## src/rtl/pipeline_ctl_pkg.sv

```systemverilog
// Shared types and constants for the pipeline flow-control sequencer.
package pipeline_ctl_pkg;

    // Sequencer states: normal flow, transfer in EX, transfer in MEM, front end frozen.
    typedef enum logic [1:0] {
        ST_RUN,
        ST_RESOLVE,
        ST_DRAIN,
        ST_HALT
    } state_e;

    // Class of the control transfer captured when it leaves ID.
    typedef enum logic [1:0] {
        CTL_BR,
        CTL_JAL,
        CTL_JALR
    } ctl_class_e;

    // next_pc_select encodings.
    localparam logic [1:0] NPC_PC4_IF  = 2'd0;  // pc+4 of the IF instruction
    localparam logic [1:0] NPC_PC_IMM  = 2'd1;  // pc+imm of the EX instruction
    localparam logic [1:0] NPC_ALU_TGT = 2'd2;  // alu_result & ~1 (JALR target)
    localparam logic [1:0] NPC_PC4_EX  = 2'd3;  // pc+4 of the EX instruction (branch not taken)

    // Control-transfer opcodes.
    localparam logic [6:0] OPC_BRANCH = 7'b1100011;
    localparam logic [6:0] OPC_JAL    = 7'b1101111;
    localparam logic [6:0] OPC_JALR   = 7'b1100111;

    // True when the opcode redirects the program counter.
    function automatic logic is_ctl(input logic [6:0] opcode);
        return (opcode == OPC_BRANCH) || (opcode == OPC_JAL) || (opcode == OPC_JALR);
    endfunction

    // Maps a control-transfer opcode to its class; anything else reads as a branch.
    function automatic ctl_class_e classify(input logic [6:0] opcode);
        ctl_class_e cls;
        cls = CTL_BR;
        if (opcode == OPC_JAL) begin
            cls = CTL_JAL;
        end else if (opcode == OPC_JALR) begin
            cls = CTL_JALR;
        end
        return cls;
    endfunction

endpackage

```

## src/rtl/sat_counter.sv

```systemverilog
// Saturating up-counter: synchronous increment, asynchronous active-low clear, holds at all-ones.
module sat_counter #(
    parameter int unsigned WIDTH = 32
) (
    input  logic             clk_i,
    input  logic             rst_ni,
    input  logic             inc_i,
    output logic [WIDTH-1:0] count_o
);

    localparam logic [WIDTH-1:0] ONE = WIDTH'(1);

    logic [WIDTH-1:0] count_q;
    logic [WIDTH-1:0] count_d;

    // Next count: step by one unless already at the ceiling.
    always_comb begin
        count_d = count_q;
        if (inc_i && (count_q != '1)) begin
            count_d = count_q + ONE;
        end
    end

    // Count register with asynchronous clear.
    always_ff @(posedge clk_i or negedge rst_ni) begin
        if (!rst_ni) begin
            count_q <= '0;
        end else begin
            count_q <= count_d;
        end
    end

    assign count_o = count_q;

endmodule

```

## src/rtl/pipeline_flow_control.sv

```systemverilog
// Flow-control sequencer for the 5-stage pipeline: stalls, control-transfer
// resolution in EX, next-PC selection, debug halt, and stall/flush counters.
module pipeline_flow_control
    import pipeline_ctl_pkg::*;
#(
    parameter int unsigned CNT_WIDTH = 32
) (
    input  logic                 clock,
    input  logic                 reset_n,
    input  logic [6:0]           inst_opcode,
    input  logic [2:0]           inst_funct3,
    input  logic                 want_stall,
    input  logic [1:0]           branch_status,
    input  logic                 alu_result_equal_zero,
    input  logic                 halt_request,
    output logic                 pc_write_enable,
    output logic                 no_stall,
    output logic                 inject_bubble,
    output logic                 jump_start,
    output logic [1:0]           next_pc_select,
    output logic                 halted,
    output logic [CNT_WIDTH-1:0] stall_count,
    output logic [CNT_WIDTH-1:0] flush_count
);

    state_e     state_q;
    state_e     state_d;
    ctl_class_e class_q;
    logic [2:0] funct3_q;

    logic       branch_taken;
    logic       redirect;
    logic [1:0] resolve_sel;
    logic       stall_inc;
    logic       flush_inc;

    // State register.
    always_ff @(posedge clock or negedge reset_n) begin
        if (!reset_n) begin
            state_q <= ST_RUN;
        end else begin
            state_q <= state_d;
        end
    end

    // Capture class and funct3 of a transfer as it leaves ID, for use in EX.
    always_ff @(posedge clock or negedge reset_n) begin
        if (!reset_n) begin
            class_q  <= CTL_BR;
            funct3_q <= '0;
        end else if (jump_start) begin
            class_q  <= classify(inst_opcode);
            funct3_q <= inst_funct3;
        end
    end

    // Next-state: halt wins over stall and transfer, and is only looked at in RUN.
    always_comb begin
        state_d = state_q;
        unique case (state_q)
            ST_RUN: begin
                if (halt_request) begin
                    state_d = ST_HALT;
                end else if (!want_stall && is_ctl(inst_opcode)) begin
                    state_d = ST_RESOLVE;
                end
            end
            ST_RESOLVE: state_d = ST_DRAIN;
            ST_DRAIN:   state_d = ST_RUN;
            ST_HALT: begin
                if (!halt_request) begin
                    state_d = ST_RUN;
                end
            end
        endcase
    end

    // Branch outcome: funct3 bits 0 and 2 together say whether "zero" means taken.
    always_comb begin
        branch_taken = alu_result_equal_zero ^ (funct3_q[0] ^ funct3_q[2]);
        redirect     = (class_q != CTL_BR) || branch_taken;
        unique case (class_q)
            CTL_JAL:  resolve_sel = NPC_PC_IMM;
            CTL_JALR: resolve_sel = NPC_ALU_TGT;
            default:  resolve_sel = branch_taken ? NPC_PC_IMM : NPC_PC4_EX;
        endcase
    end

    // Flow-control outputs; reset forces the frozen/bubble pattern.
    always_comb begin
        pc_write_enable = 1'b0;
        no_stall        = 1'b0;
        inject_bubble   = 1'b1;
        jump_start      = 1'b0;
        next_pc_select  = NPC_PC4_IF;
        halted          = 1'b0;
        if (reset_n) begin
            unique case (state_q)
                ST_RUN: begin
                    if (!halt_request && !want_stall) begin
                        pc_write_enable = 1'b1;
                        no_stall        = 1'b1;
                        inject_bubble   = 1'b0;
                        jump_start      = is_ctl(inst_opcode);
                    end
                end
                ST_RESOLVE: begin
                    pc_write_enable = 1'b1;
                    no_stall        = 1'b1;
                    next_pc_select  = resolve_sel;
                end
                ST_DRAIN: begin
                    pc_write_enable = 1'b1;
                    no_stall        = 1'b1;
                end
                ST_HALT: begin
                    halted = 1'b1;
                end
            endcase
        end
    end

    // Counter increment strobes: hazard stalls only count in RUN without a halt.
    always_comb begin
        stall_inc = (state_q == ST_RUN) && !halt_request && want_stall;
        flush_inc = (state_q == ST_RESOLVE) && redirect;
    end

    sat_counter #(.WIDTH(CNT_WIDTH)) u_stall_cnt (
        .clk_i   (clock),
        .rst_ni  (reset_n),
        .inc_i   (stall_inc),
        .count_o (stall_count)
    );

    sat_counter #(.WIDTH(CNT_WIDTH)) u_flush_cnt (
        .clk_i   (clock),
        .rst_ni  (reset_n),
        .inc_i   (flush_inc),
        .count_o (flush_count)
    );

    // The datapath's view of transfers in EX/MEM must track the sequencer state.
    a_branch_status: assert property (@(posedge clock) disable iff (!reset_n)
        branch_status == {state_q == ST_DRAIN, state_q == ST_RESOLVE});

endmodule

```

## config.mk

```make
export PLATFORM = sky130hd
export DESIGN_NAME = pipeline_flow_control
export DESIGN_NICKNAME = d
export VERILOG_FILES = /design/src/rtl/pipeline_ctl_pkg.sv /design/src/rtl/sat_counter.sv /design/src/rtl/pipeline_flow_control.sv
export SDC_FILE = /design/constraint.sdc
export NUM_CORES = 1
export LEC_CHECK = 0
export CAP_MARGIN = 20
export CORE_MARGIN = 2
export CORE_UTILIZATION = 55
export CTS_BUF_LIST = sky130_fd_sc_hd__clkbuf_8
export DETAILED_ROUTE_END_ITERATION = 10
export GPL_TIMING_DRIVEN = 0
export PLACE_DENSITY = 0.88
export SLEW_MARGIN = 0
export SYNTH_ARGS = -nofsm -noshare
export SYNTH_HDL_FRONTEND = slang
export SYNTH_SLANG_ARGS = --single-unit
```

## constraint.sdc

```tcl
create_clock -name clock -period 3.4 [get_ports clock]
set_clock_uncertainty 0.2 [all_clocks]
set_input_delay 0.85 -clock clock [delete_from_list [all_inputs] [get_ports clock]]
set_output_delay 0.85 -clock clock [all_outputs]
set_load 0.02 [all_outputs]
```

==> flow_summary_export.csv <==
group,metric,value,unit
critical_path,crit_type,"input port to output port",
finish,area_growth_syn_to_layout,32.3,%
critical_path,slowest_stage,"clkdlybuf4s50_1",
synth,synthCells,343,
finish,drive_gt1_frac,0.0837,
floorplan,core,6280,µm²
power_and_ir_drop,p_int,1.48,mW
synth,synth-compound-area-share,0.0369,
power_and_ir_drop,combPwrFrac,0.234,
power_and_ir_drop,peakVddDrop,0.490,mV
cts,root_buffer,"clkbuf_8",
synth,synth_xor_area_frac,0.158,
placed_design,gp_congestion,0.836,
synth,synth_top_family_by_area,"simple AND/OR/NAND/NOR gates",
synth,muxShareOfSynthArea,0.0128,
sta,min_period,3.26,ns
cts,clk_latency,0.34,ns
critical_path,slowest_delay,0.39,ns
drt,drt_first_iter_violations,166,
power_and_ir_drop,p_seq_frac,0.464,
grt,antenna_found_initial,0,
min_path,hp-class,"input port to asynchronous set/reset pin",
floorplan,io-pin-count,88,
critical_path,path_delay_family,"simple AND/OR/NAND/NOR gates",
power_and_ir_drop,switchingPower,0.672,mW
finish,seq_area,1750,µm²
grt,grt_usage,0.226,
critical_path,endpoint,"jump_start",
run,max-cap-violations,0,
critical_path,worstSetupPathDepth,6,
synth,ys_seq_elements,70,
power_and_ir_drop,total_leakage_power,2.05,nW
critical_path,rr_endpoint,"u_stall_cnt.count_o[28]",
grt,grtUsageMet2,0.347,
drt,ant_nets,0,
power_and_ir_drop,switching_share,0.312,
floorplan,die_x,84.1,µm
sta,report.final.slew_viol_count,0,
critical_path,r2r_slack,0.83,ns
grt,use_met1,0.314,
synth,ys.flop_type,"dfrtp_1",
cts,numCtsBuffers,9,
synth,synth_nets,368,
synth,synthArstFlopShare,1.00,
floorplan,start_util,0.562,
critical_path,r2r-start,"u_stall_cnt.count_o[0]",
placed_design,dp_hpwl,5540,µm
floorplan,fp.dieH,84.1,µm
synth,synth_adder_area_share,0.0284,
finish,multiInputGateArea,1720,µm²
synth,yosysSeqAreaShare,0.497,
drt,viasPerCell,5.66,
sta,finalSetupViolations,0,
grt,grt_max_degree,75,
cts,cts_sinks,70,
synth,netlist_area,3530,µm²
sta,worst_slew_pin_slew,0.785,ns
cts,clock_path_buffers,2,
grt,grt_overflow,0,
critical_path,worstRegToRegCells,6,
cts,ctsHtreeMaxLevel,3,
critical_path,critPathBufInv,3,
sta,rsz0062_at_grt,"false",
drt,vias,2935,
sta,relSlewSlack,0.471,
critical_path,crit_fanout,3,
grt,grt-busiest-layer,"met2",
cts,clk_pin_slew,0.07,ns
sta,finalHoldViolations,0,
cts,cts_tree,"built",
critical_path,end_kind,"output port",
critical_path,crit_chain,"clkdlybuf4s50_1, nand2b_1, or2_4, or3_4, inv_2, buf_4",
floorplan,rows,29,
power_and_ir_drop,pwr-share-clk,0.302,
finish,final_util,0.743,
synth,ys_types,41,
synth,avgSynthCellArea,10.3,µm²
critical_path,cp-startpoint,"inst_opcode[4]",
grt,grt_pass1_wl,13000,µm
synth,ys_warn_count,0,
sta,period_share,0.959,
power_and_ir_drop,powerDensity,462,nW/µm²
synth,synth-edff-count,0,
drt,wl,7730,µm
grt,use_met3,0.0574,
drt,dr.pass1.iters,4,
run_status,outcome,"finished, final reports clean",
critical_path,cp-start-kind,"input port",
critical_path,required,2.35,ns
critical_path,critPathArrivalTime,2.21,ns
grt,first_global_vias,2773,
finish,n_antenna_cell,0,
sta,max_freq,307,MHz
power_and_ir_drop,power.total,2.16,mW
finish,nNetsFinal,463,
placed_design,portBuffers,84,
drt,wl_per_cell,14.9,µm
floorplan,dieArea,7070,µm²
synth,synthSimpleGateAreaFrac,0.245,
finish,fillers,445,
drt,drcViolationCount,0,
-- final cells by class --
class	instances	share of cell area
sequential	70	0.375
multi-input combinational	254	0.368
timing repair buffer	84	0.179
clock buffer	10	0.0295
tap	77	0.0206
inverter	16	0.0129
clock inverter	5	0.0110
buffer	3	0.00349
-- worst min path at each step --
stage,cells after the start,from,to
global placement,1,u_stall_cnt.count_o[29],u_stall_cnt.count_o[29]
finish,1,reset_n,funct3_q[0]
global route,1,reset_n,u_flush_cnt.count_o[25]
floorplan,1,funct3_q[2],funct3_q[2]
CTS,1,u_stall_cnt.count_o[29],u_stall_cnt.count_o[29]
detailed placement,1,u_stall_cnt.count_o[29],u_stall_cnt.count_o[29]
-- cell usage after synthesis, types with 2 or more instances --
library cell / number / area [µm²]
dfrtp_1: 70 / 1750
xnor2_1: 34 / 298
nand2_1: 31 / 116
nand3_1: 29 / 145
xor2_1: 27 / 236
nor2_1: 25 / 93.8
nand4_1: 22 / 138
inv_1: 16 / 60.1
nor3_1: 13 / 65.1
ha_1: 8 / 100
nor4_1: 8 / 50.1
and3_1: 7 / 43.8
o21ai_0: 6 / 30.0
a21oi_1: 5 / 25.0
and4_1: 5 / 43.8
mux2_2: 4 / 45.0
and2_1: 3 / 18.8
a31oi_2: 2 / 25.0
nor2_2: 2 / 12.5
nor2b_1: 2 / 12.5
nor3b_1: 2 / 15.0
or3_1: 2 / 12.5
or4_1: 2 / 15.0
-- worst register-to-register path: stages (launching register included) --
cell,delay [ns]
dfrtp_1,0.43
ha_1,0.24
nand4_1,0.19
nor3_1,0.56
nand3_1,0.27
nor4_1,0.42
xor2_1,0.18
-- metal layers --
metal  part of all wire  wire, µm
met5                  0         0
met4              0.014       109
met3              0.054       420
met2               0.47      3620
met1               0.46      3580
-- timing repair --
item	in CTS	in global routing
gates cloned	0	0
hold buffers	0	0
pin swaps	0	1
endpoints found under the setup margin	7	3
setup buffers	0	0
gates resized for setup	14	4
-- cells in the final DEF (no fill, tap or decap), types with 2 or more instances in the layout --
master / count
nand3_1: 29
nor4_1: 8
nor2_2: 2
clkinv_2: 2
nand2_1: 31
xor2_1: 27
nand4_1: 22
and2_1: 3
ha_1: 8
and4_1: 5
or4_1: 2
o21ai_0: 6
dlygate4sd2_1: 5
clkdlybuf4s50_1: 77
nor2b_1: 2
nor3b_2: 2
inv_1: 16
nor2_1: 25
a31oi_2: 2
clkbuf_8: 10
a21oi_1: 5
buf_4: 2
mux2_2: 4
dfrtp_1: 70
xnor2_1: 34
and3_1: 7
nor3_1: 13
-- sequential cells by signal, indices dropped and copies added (netlist names) --
| signal | flops |
|---|---|
| u_stall_cnt.count_o | 32 |
| state_q | 2 |
| u_flush_cnt.count_o | 32 |
| class_q | 2 |
| funct3_q | 2 |
-- metrics by stage --
step                hold slack, ns  setup TNS [ns]  instances  instance area, µm²  setup WS, ns
floorplan                    0.281               0        343                3530         0.375
global placement             0.278         -101.26        504                4460         -2.95
detailed placement           0.285           -1.86        504                4460        -0.640
CTS                          0.294               0        519                4660       0.00224
global route                 0.293               0        519                4670        0.0404
finish                       0.237               0        519                4670         0.140
-- power groups by stage --
stage / clock, mW / combinational [mW] / sequential (mW)
3_3_place_gp: 0 / 0.494 / 1.01
3_5_place_dp: 0 / 0.506 / 1.01
5_1_grt: 0.697 / 0.552 / 1.02
6_report: 0.652 / 0.505 / 1.00
4_1_cts: 0.664 / 0.507 / 1.00
2_1_floorplan: 0 / 0.227 / 1.06
-- logic make-up (layout without fill, tap and decap cells) --
group / after synthesis / in the layout
compound gates: 18 / 18
flops: 70 / 70
mux: 4 / 4
simple gates: 162 / 162
xor+xnor: 62 / 62
fa+ha+maj: 8 / 8
buf+inv: 19 / 118
Power figures use the tool's default switching activity.
